[src/rtl/piso_pkg.sv]
// Shared types and defaults for the parallel-in serial-out serializer.
// Defining SER_PARITY_EN adds the PARITY state used for the trailing even-parity bit.
package piso_pkg;

    localparam int DEFAULT_DATA_W = 8;

`ifdef SER_PARITY_EN
    typedef enum logic [1:0] {
        IDLE   = 2'd0,
        SHIFT  = 2'd1,
        PARITY = 2'd2
    } state_t;
`else
    typedef enum logic [1:0] {
        IDLE  = 2'd0,
        SHIFT = 2'd1
    } state_t;
`endif

endpackage

[src/rtl/piso_serializer.sv]
// Parallel-in serial-out serializer, MSB first, with a valid/ready load side and a stallable sink.
// Defining SER_PARITY_EN appends an even-parity bit to every frame.
module piso_serializer
    import piso_pkg::*;
#(
    parameter int DATA_W = DEFAULT_DATA_W
) (
    input  logic              clk,
    input  logic              reset,
    input  logic [DATA_W-1:0] load_data,
    input  logic              load_valid,
    output logic              load_ready,
    input  logic              shift_enable,
    output logic              serial_out,
    output logic              serial_valid,
    output logic              busy,
    output logic              done
);

    localparam int              CNT_W    = $clog2(DATA_W);
    localparam logic [CNT_W-1:0] LAST_BIT = CNT_W'(DATA_W - 1);

    state_t            state;
    state_t            state_nxt;
    logic [DATA_W-1:0] shreg;
    logic [CNT_W-1:0]  bit_cnt;
    logic              done_q;
    logic              accept;
    logic              shift_fire;
    logic              frame_end;
`ifdef SER_PARITY_EN
    logic              parity_q;
`endif

    // NOTE: every output of this block gets a default before the case; a
    // path that leaves one unassigned would infer a latch.
    always_comb begin
        state_nxt    = state;
        load_ready   = 1'b0;
        serial_valid = 1'b0;
        serial_out   = 1'b0;
        busy         = 1'b0;
        accept       = 1'b0;
        shift_fire   = 1'b0;
        frame_end    = 1'b0;
        case (state)
            IDLE: begin
                load_ready = 1'b1;
                accept     = load_valid;
                if (load_valid) state_nxt = SHIFT;
            end
            SHIFT: begin
                serial_valid = 1'b1;
                busy         = 1'b1;
                serial_out   = shreg[DATA_W-1];
                shift_fire   = shift_enable;
                if (shift_enable && bit_cnt == LAST_BIT) begin
`ifdef SER_PARITY_EN
                    state_nxt = PARITY;
`else
                    state_nxt = IDLE;
                    frame_end = 1'b1;
`endif
                end
            end
`ifdef SER_PARITY_EN
            PARITY: begin
                serial_valid = 1'b1;
                busy         = 1'b1;
                serial_out   = parity_q;
                if (shift_enable) begin
                    state_nxt = IDLE;
                    frame_end = 1'b1;
                end
            end
`endif
            default: state_nxt = IDLE;
        endcase
    end

    // NOTE: sequential state uses non-blocking assignments so every register
    // samples the pre-edge values regardless of statement order.
    always_ff @(posedge clk) begin
        if (reset) state <= IDLE;
        else       state <= state_nxt;
    end

    // done is registered from the leaving transition, so it lands on the first IDLE cycle.
    always_ff @(posedge clk) begin
        if (reset) begin
            shreg    <= '0;
            bit_cnt  <= '0;
            done_q   <= 1'b0;
`ifdef SER_PARITY_EN
            parity_q <= 1'b0;
`endif
        end else begin
            done_q <= frame_end;
            if (accept) begin
                shreg    <= load_data;
                bit_cnt  <= '0;
`ifdef SER_PARITY_EN
                parity_q <= ^load_data;
`endif
            end else if (shift_fire) begin
                shreg   <= {shreg[DATA_W-2:0], 1'b0};
                bit_cnt <= bit_cnt + 1'b1;
            end
        end
    end

    assign done = done_q;

endmodule

[config.mk]
export PLATFORM = sky130hd
export DESIGN_NAME = piso_serializer
export DESIGN_NICKNAME = d
export VERILOG_FILES = /design/src/rtl/piso_pkg.sv /design/src/rtl/piso_serializer.sv
export SDC_FILE = /design/constraint.sdc
export NUM_CORES = 1
export LEC_CHECK = 0
export ABC_AREA = 1
export BUFFER_PORTS_ARGS = -buffer_cell sky130_fd_sc_hd__buf_2
export CORE_AREA = 2 2 39 41
export DETAILED_ROUTE_END_ITERATION = 10
export DIE_AREA = 0 0 41 43
export GPL_TIMING_DRIVEN = 0
export PLACE_DENSITY = 0.84
export SYNTH_ARGS = -nofsm -noshare
export SYNTH_HDL_FRONTEND = slang
export SYNTH_SLANG_ARGS = --single-unit
export TNS_END_PERCENT = 100
[constraint.sdc]
create_clock -name clk -period 2.9 [get_ports clk]
set_clock_uncertainty 0.2 [all_clocks]
set_input_delay 0.145 -clock clk [delete_from_list [all_inputs] [get_ports clk]]
set_output_delay 0.145 -clock clk [all_outputs]
set_load 0.01 [all_outputs]
==> results of run 1 <==
-- flip-flops by register name, summed over array words and instances (netlist names) --
name,flops
shreg,8
bit_cnt,3
done,1
state,1
-- layer usage --
| layer | GRT usage [%] | up-vias |
|---|---|---|
| li1 | - | 343 |
| met1 | 23.5 | 283 |
| met4 | 8.00 | 0 |
| met2 | 31.9 | 12 |
| met5 | 0 | - |
| met3 | 3.14 | 4 |
-- placed cells by master (no fill, tap or decap) --
| cell | instances |
|---|---|
| nand3b_1 | 1 |
| nand2_8 | 1 |
| nand2_2 | 1 |
| nand3_1 | 17 |
| xor2_1 | 1 |
| buf_2 | 15 |
| nand2_1 | 17 |
| dlygate4sd3_1 | 6 |
| clkbuf_1 | 1 |
| buf_6 | 1 |
| nand3_2 | 3 |
| o21ai_0 | 1 |
| a21oi_1 | 8 |
| dfxtp_1 | 13 |
| nor2_1 | 6 |
| inv_4 | 1 |
| inv_1 | 16 |
| buf_4 | 3 |
| clkbuf_4 | 3 |
| nor2_4 | 1 |
| ha_1 | 2 |
-- power by group --
part           internal, uW  total (uW)  leakage (uW)  switching, uW
combinational          33.7        76.8      0.000342           43.1
clock                  53.3         112     0.0000150           58.7
sequential              189         194      0.000107           5.15
-- worst max-delay path: stages (launching register included) --
cell and delay, ns:
dfxtp_1 0.38, buf_4 0.22, inv_4 0.08, nand2_8 0.10
nand3_1 0.08, a21oi_1 0.14, dlygate4sd3_1 0.59
-- per-stage QoR --
| step | hold slack [ns] | utilization [%] |
|---|---|---|
| after global routing | 0.0326 | 62.7 |
| after global placement | 0.207 | 56.4 |
| after floorplan | 0.0141 | - |
| after CTS | 0.0220 | 62.7 |
| final | 0.0191 | 62.7 |
| after detailed placement | 0.210 | 56.4 |
-- how the worst max path moves through the flow --
stage,from,to,cells after the start
after floorplan,state[0],shreg[6],6
after global placement,state[0],bit_cnt[1],5
after detailed placement,state[0],shreg[6],6
after CTS,state[0],shreg[0],6
after global routing,state[0],shreg[0],6
final,state[0],shreg[0],6
-- cell families (layout without fill, tap and decap cells) --
kind of cell               after synthesis  in the layout  synth area share (%)
adders and majority gates                2              2                  3.65
buffers and inverters                   21             46                  14.6
and+or+nand+nor                         47             47                  35.9
AOI/OAI and AO/OA                        9              9                  6.57
DFF                                     13             13                  38.0
xor gates and xnor gates                 1              1                  1.28
-- area by class of cell --
class | instances | area [sq um]
Buffer | 4 | 33.8
Clock buffer | 4 | 26.3
Fill cell | 133 | 517
Inverter | 17 | 66.3
Multi-Input combinational cell | 59 | 325
Sequential cell | 13 | 260
Tap cell | 16 | 20.0
Timing Repair Buffer | 21 | 135
-- timing repair --
item                       CTS  global route
resized for setup            0             0
hold endpoints to repair     9             0
hold buffers                 6             0
setup endpoints to repair    0             0
==> reports/results.ini, run 1 <==
[timing]
final-hold-violation-count = 0
final.period_utilization_pct = 63.4
min_period_ns = 1.84
tns_ns = 0
rsz0062_at_grt = false
max_freq_ghz = 0.544
max_slew_margin_pct = 87.5
setup_ws_ns = 1.06
final-max-slew-violation-count = 0
setup-violations-final = 0
worst_slew_pin_slew_ns = 0.186

[route]
first_pass_iters = 4
ant_nets = 0
via_count = 642
met3WireLength_um = 57
wl_um = 1480
avgViaCountPerCell = 4.79
wl_per_cell_um = 11.0
drt-initial-drc-count = 7
met1_length_um = 681
dr.max_layer_used = met4
drc = 0
met2_length_um = 715

[synthesis]
synth_common_cells = nand2_1, nand3_1, inv_1, dfxtp_1, a21oi_1
synth-edff-count = 0
synth_area_sq_um = 686
yosys_warnings = 0
synthCells = 93
syn_nets = 107
synth.avg_cell_area_sq_um = 7.37
synth.distinct_cells = 17
synth_top_cell_by_area = dfxtp_1
ys_seq_area_share_pct = 38.0
synth.top_cell.area_share_pct = 38.0
ys_seq_elements = 13
synthTopCellsByArea = dfxtp_1, nand3_1, nand2_1, inv_1, a21oi_1
synth-async-reset-ratio_pct = 0
ys.flop_type = dfxtp_1

[layout]
syn_to_final_growth_pct = 26.5
instances_no_fill = 134
finalInstanceArea_sq_um = 867
drive_above_1_share_pct = 24.6
fin_nets = 133
n_antenna_cell = 0

[placed_design]
hpwl_um = 1020
io_buffers = 15
dp.cells = 124
dp_slack_ns = 1.64
gp_congestion = 0.732
place_area_sq_um = 781

[clock_tree]
cts_tree = done
path_clk_slew_ns = 0.08
numCtsBuffers = 3
htreeDepth = 1
root_buffer = clkbuf_4
clock_latency_ns = 0.28
cts_setup_buffers = 0
cts_buffer_depth = 2
clock_sinks = 13

[global_route]
grt_usage_pct = 19.4
grt_pass1_vias = 564
grt_max_degree = 11
grt_overflow = 0
grt_pass1_wl_um = 2340
antenna_found_initial = 0

[die]
die_x_um = 41
io_pins = 17
die_h_um = 43
die-area_sq_um = 1760
rows = 14
start_util_pct = 49.5
core_sq_um = 1380

[pwr]
p_per_area_nw_per_um2 = 441
peakVddDrop_mv = 0.318
p_leak_uw = 0.000464
total_power_uw = 383

[worst_setup_path]
cp-end-kind = register
criticalPathCategory = reg2reg
worst_setup_path_start_kind = register
worstPathRequired_ns = 2.92
arrival_ns = 1.86
path_max_fanout = 10
r2r-start = state[0]
reg2reg_depth = 6
reg2reg_to = shreg[0]
regToRegSetupSlack_ns = 1.06

[run]
cap_violations = 0

[min_path]
hp-class = in2reg
min-delay-start = load_data[7]
hold_end = shreg[7]
hold_path_depth = 5

[outcome]
status = finished, final reports clean

Note: power is estimated with default switching activity, not from simulation.
==> run 2, diff against run 1 <==
CORE_AREA = not set   (was 2 2 39 41)
CORE_MARGIN = 1.5   (was not set)
CORE_UTILIZATION = 45   (was not set)
DIE_AREA = not set   (was 0 0 41 43)
PLACE_DENSITY = 0.78   (was 0.84)
clock period = 1.6 ns   (was 2.9 ns; I/O delays follow)
==> reports/results.ini, run 2 (synthesis results as in run 1) <==
[route]
wl_um = 1620  ; +9.5%
avgViaCountPerCell = 5.14  ; +7.2%
wl_per_cell_um = 11.7  ; +6.3%
first_pass_iters = 4  ; unchanged
ant_nets = 0  ; unchanged
drt-initial-drc-count = 22  ; +15
drc = 0  ; unchanged
via_count = 709  ; +10%

[timing]
min_period_ns = 1.39
rsz0062_at_grt = false
final-hold-violation-count = 0  ; unchanged
final-max-slew-violation-count = 0  ; unchanged
max_freq_ghz = 0.722
hold_slack_ns = 0.271  ; +0.252 ns
tns_ns = 0  ; unchanged
max_slew_margin_pct = 89.4  ; +2.0 points
final.period_utilization_pct = 86.6
setup-violations-final = 0  ; unchanged
worst_slew_pin_slew_ns = 0.157  ; -0.0293 ns

[pwr]
p_per_area_nw_per_um2 = 762  ; +73%
peakVddDrop_mv = 0.470  ; +48%
p_leak_uw = 0.000482  ; +4.0%

[clock_tree]
path_clk_slew_ns = 0.08  ; about the same
htreeDepth = 1  ; unchanged
clock_sinks = 13  ; unchanged
cts_tree = done
cts_buffer_depth = 2  ; unchanged
clock_latency_ns = 0.27  ; about the same
root_buffer = clkbuf_4
cts_setup_buffers = 0  ; unchanged
numCtsBuffers = 3  ; unchanged

[outcome]
status = finished, final reports clean

[worst_setup_path]
startpoint = state[0]
r2r-start = state[0]
worstPathRequired_ns = 1.32  ; -1.60 ns
endpoint = serial_out
worst_setup_path_start_kind = register
path_max_fanout = 10  ; unchanged
reg2reg_depth = 5  ; -1
cp-end-kind = output pin
reg2reg_to = bit_cnt[2]
arrival_ns = 1.11  ; -0.75 ns
regToRegSetupSlack_ns = 0.34  ; -0.72 ns
criticalPathCategory = reg2out

[layout]
regMostFlops = shreg
drive_above_1_share_pct = 23.6  ; -1.0 points
finalInstanceArea_sq_um = 916  ; +5.6%
largest_reg_flops = 8  ; unchanged
final_cell_mix = nand2_1, nand3_1, inv_1
fin_nets = 138  ; +3.8%
n_antenna_cell = 0  ; unchanged
largestRegisters = shreg x8, bit_cnt x3
final_core_util_pct = 67.0  ; +4.4 points
syn_to_final_growth_pct = 33.6

[global_route]
grt_max_degree = 11  ; unchanged
grt_pass1_wl_um = 2810  ; +20%
grt_pass1_vias = 629  ; +12%
grt_overflow = 0  ; unchanged
grt_usage_pct = 20.6  ; +1.2 points
antenna_found_initial = 0  ; unchanged

[die]
die_h_um = 42.0  ; -2.2%
rows = 13  ; -1
start_util_pct = 50.2  ; +0.64 points
die_x_um = 42.0  ; +2.5%
die-area_sq_um = 1770  ; +0.22%
core_sq_um = 1370  ; -1.3%
io_pins = 17  ; unchanged

[placed_design]
hpwl_um = 972  ; -4.9%
gp_congestion = 0.788  ; +7.6%
place_area_sq_um = 779  ; -0.16%
io_buffers = 15  ; unchanged

[min_path]
hp-class = reg2reg

[run]
cap_violations = 0  ; unchanged

run 2: changes by cell type in the layout (fill, tap and decap cells not counted), sizes merged:
cell         before  now
dlygate4sd3       6   11
run 2: where the power goes:
group          leakage [uW]  switching, uW  internal [uW]
Combinational      0.000361           79.8           69.0
Clock             0.0000150            101           96.5
Sequential         0.000107           9.24            342
run 2: how the worst min path moves through the flow:
stage / startpoint / endpoint / slack [ns] / cells after the start
floorplan: reset / shreg[0] / -0.05 / 1
global placement: load_data[0] / shreg[0] / 0.14 / 3
detailed placement: load_data[0] / shreg[0] / 0.14 / 3
CTS: bit_cnt[1] / bit_cnt[1] / 0.28 / 2
global route: bit_cnt[1] / bit_cnt[1] / 0.30 / 2
finish: bit_cnt[1] / bit_cnt[1] / 0.27 / 2
run 2: area by class of cell:
cell class / count / area [sq um]
fillers: 113 / 450
multi-input cells: 59 / 325
flip-flops and latches: 13 / 260
repair buffers: 26 / 185
inverters: 17 / 66.3
plain buffers: 4 / 33.8
clock buffers: 4 / 26.3
well taps: 15 / 18.8
run 2: worst max-delay path: stages, from the launching register on:
cell	delay [ns]
dfxtp_1	0.38
buf_4	0.21
nand2_1	0.07
inv_1	0.05
buf_2	0.11
run 2: what timing repair did:
action / CTS / global route
endpoints found under the hold margin: 10 / 0
setup endpoints to repair: 0 / 0
resized for setup: 0 / 0
hold buffers: 11 / 0
run 2: through the flow:
stage          instances  worst slack, ns  power [uW]
2_1_floorplan         93            0.381         445
3_3_place_gp         123            0.371         480
3_5_place_dp         123            0.349         483
4_1_cts              138            0.227         700
5_1_grt              138            0.154         739
6_report             138            0.214         698
run 2: per-layer routing:
layer | up-vias | GRT usage (%) | share of wire (%)
li1 | 353 | - | -
met5 | - | 0 | 0
met2 | 27 | 37.8 | 54
met4 | 0 | 5.63 | 1.4
met3 | 4 | 2.59 | 5.2
met1 | 325 | 25.0 | 40
==> run 3, diff against run 2 <==
CORE_UTILIZATION = 50   (was 45)
PLACE_DENSITY = 0.82   (was 0.78)
clock period = 1.55 ns   (was 1.6 ns; I/O delays follow)
==> reports/results.ini, run 3 (synthesis results as in run 1) <==
[min_path]
min-delay-start = bit_cnt[2]
hp-class = reg2reg
hold_path_depth = 2  ; unchanged
hold_end = bit_cnt[2]

[clock_tree]
numCtsBuffers = 3  ; unchanged
cts_setup_buffers = 0  ; unchanged
clock_latency_ns = 0.28  ; about the same
root_buffer = clkbuf_4
cts_buffer_depth = 2  ; unchanged
htreeDepth = 1  ; unchanged
cts_resized = 0  ; unchanged
cts_tree = done
clock_sinks = 13  ; unchanged
path_clk_slew_ns = 0.07  ; about the same

[pwr]
p_leak_uw = 0.000482  ; unchanged
peakVddDrop_mv = 0.561  ; +19%
power_frac_comb_pct = 21.1  ; -0.2 points
p_clk_share_pct = 29.2  ; +0.9 points
seqPwrFrac_pct = 49.7  ; -0.6 points
p_switching_uw = 206  ; +8.2%
p_per_area_nw_per_um2 = 797  ; +4.6%
p_int_uw = 524  ; +3.3%
power_switching_share_pct = 28.2  ; +0.92 points

[global_route]
grt_pass1_wl_um = 2370  ; -15%
grt_max_degree = 11  ; unchanged
grt_pass1_vias = 582  ; -7.5%
grt_overflow = 0  ; unchanged
grt_usage_pct = 22.9  ; +2.3 points
antenna_found_initial = 0  ; unchanged

[worst_setup_path]
reg2reg_to = shreg[2]
criticalPathCategory = reg2out
cp-end-kind = output pin
cpPeakStageDelay_ns = 0.40  ; +0.02 ns
crit_buf_inv = 3  ; unchanged
worst_setup_path_start_kind = register
path_max_fanout = 10  ; unchanged
reg2reg_depth = 5  ; unchanged
slowest_stage = dfxtp_1
cpLargestDelayFamily = flip-flops
regToRegSetupSlack_ns = 0.24  ; -0.10 ns
crit_chain = buf_4 > nand2_1 > inv_1 > buf_2
r2r-start = state[0]
arrival_ns = 1.12  ; about the same
worstPathRequired_ns = 1.27  ; -0.05 ns

[placed_design]
io_buffers = 15  ; unchanged
dp_slack_ns = 0.317  ; -0.0312 ns
hpwl_um = 960  ; -1.2%
dp.cells = 123  ; unchanged
gp_congestion = 0.703  ; -11%

[outcome]
status = finished, final reports clean

[die]
start_util_pct = 53.4  ; +3.2 points
die_x_um = 40.0  ; -4.8%
io_pins = 17  ; unchanged
die_h_um = 40.0  ; -4.8%
core_sq_um = 1280  ; -6.0%
rows = 13  ; unchanged
die-area_sq_um = 1600  ; -9.3%

[timing]
tns_ns = 0  ; unchanged
hold_slack_ns = 0.271  ; +0.000295 ns
max_slew_margin_pct = 88.6  ; -0.82 points
min_period_ns = 1.39
max_freq_ghz = 0.717
final-max-slew-violation-count = 0  ; unchanged
worst_slew_pin_slew_ns = 0.169  ; +0.0122 ns
final.period_utilization_pct = 90.0
setup-violations-final = 0  ; unchanged
final-hold-violation-count = 0  ; unchanged
rsz0062_at_grt = false
setup_ws_ns = 0.155  ; -0.0590 ns

[layout]
final_core_util_pct = 71.3  ; +4.2 points
drive_above_1_share_pct = 23.6  ; unchanged
largest_reg_flops = 8  ; unchanged
final_cell_mix = nand2_1, nand3_1, inv_1
nFillCells = 95  ; -16%
regMostFlops = shreg
fin_nets = 138  ; unchanged
syn_to_final_growth_pct = 33.6  ; unchanged
largestRegisters = shreg x8, bit_cnt x3
instances_no_fill = 138  ; unchanged
n_antenna_cell = 0  ; unchanged

[route]
avgViaCountPerCell = 5.05  ; -1.7%
ant_nets = 0  ; unchanged
first_pass_iters = 4  ; unchanged
via_count = 697  ; -1.7%
wl_um = 1580  ; -2.3%
drt-initial-drc-count = 9  ; -59%
wl_per_cell_um = 11.5  ; -2.3%
drc = 0  ; unchanged

[run]
cap_violations = 0  ; unchanged

run 3: layer usage:
metal  wire (um)  vias up  global-route usage [%]
li1            -      351                       -
met1         680      317                    26.8
met2         795       24                    39.1
met3          70        5                    3.33
met4          35        0                    12.9
met5           0        -                       0
run 3: metrics by stage:
| step | instance area [sq um] | total power [uW] |
|---|---|---|
| global placement | 779 | 495 |
| detailed placement | 779 | 498 |
| finish | 916 | 730 |
| floorplan | 686 | 459 |
| CTS | 916 | 727 |
| global route | 916 | 764 |
run 3: worst max path at each step:
stage	startpoint	end	depth (start not counted)
2_1_floorplan	state[0]	shreg[6]	6
4_1_cts	state[0]	serial_out	4
5_1_grt	state[0]	serial_out	4
3_5_place_dp	state[0]	bit_cnt[2]	5
6_report	state[0]	serial_out	4
3_3_place_gp	state[0]	bit_cnt[1]	5
run 3: layout make-up:
type / count / area (sq um) / area share, %
timing repair buffer: 26 / 185 / 20.2
inverter: 17 / 66.3 / 7.24
tap: 15 / 18.8 / 2.05
multi-input combinational: 59 / 325 / 35.5
buffer: 4 / 33.8 / 3.69
clock buffer: 4 / 26.3 / 2.87
sequential: 13 / 260 / 28.4
run 3: repair_timing:
action | CTS | global route
hold endpoints to repair | 10 | 0
endpoints found under the setup margin | 0 | 0
hold buffers | 11 | 0
run 3: worst reg2reg max path, delay by kind of cell (launching register included):
| kind | cells | cell delay, ns |
|---|---|---|
| AOI/OAI and AO/OA | 1 | 0.17 |
| buffers and inverters | 2 | 0.30 |
| DFF | 1 | 0.40 |
| and+or+nand+nor | 2 | 0.18 |
run 3: power groups by stage:
stage | clock (uW) | combinational, uW | sequential (uW)
3_5_place_dp | 0 | 128 | 370
4_1_cts | 213 | 151 | 363
3_3_place_gp | 0 | 126 | 369
5_1_grt | 227 | 171 | 365
6_report | 213 | 154 | 363
2_1_floorplan | 0 | 90.1 | 369
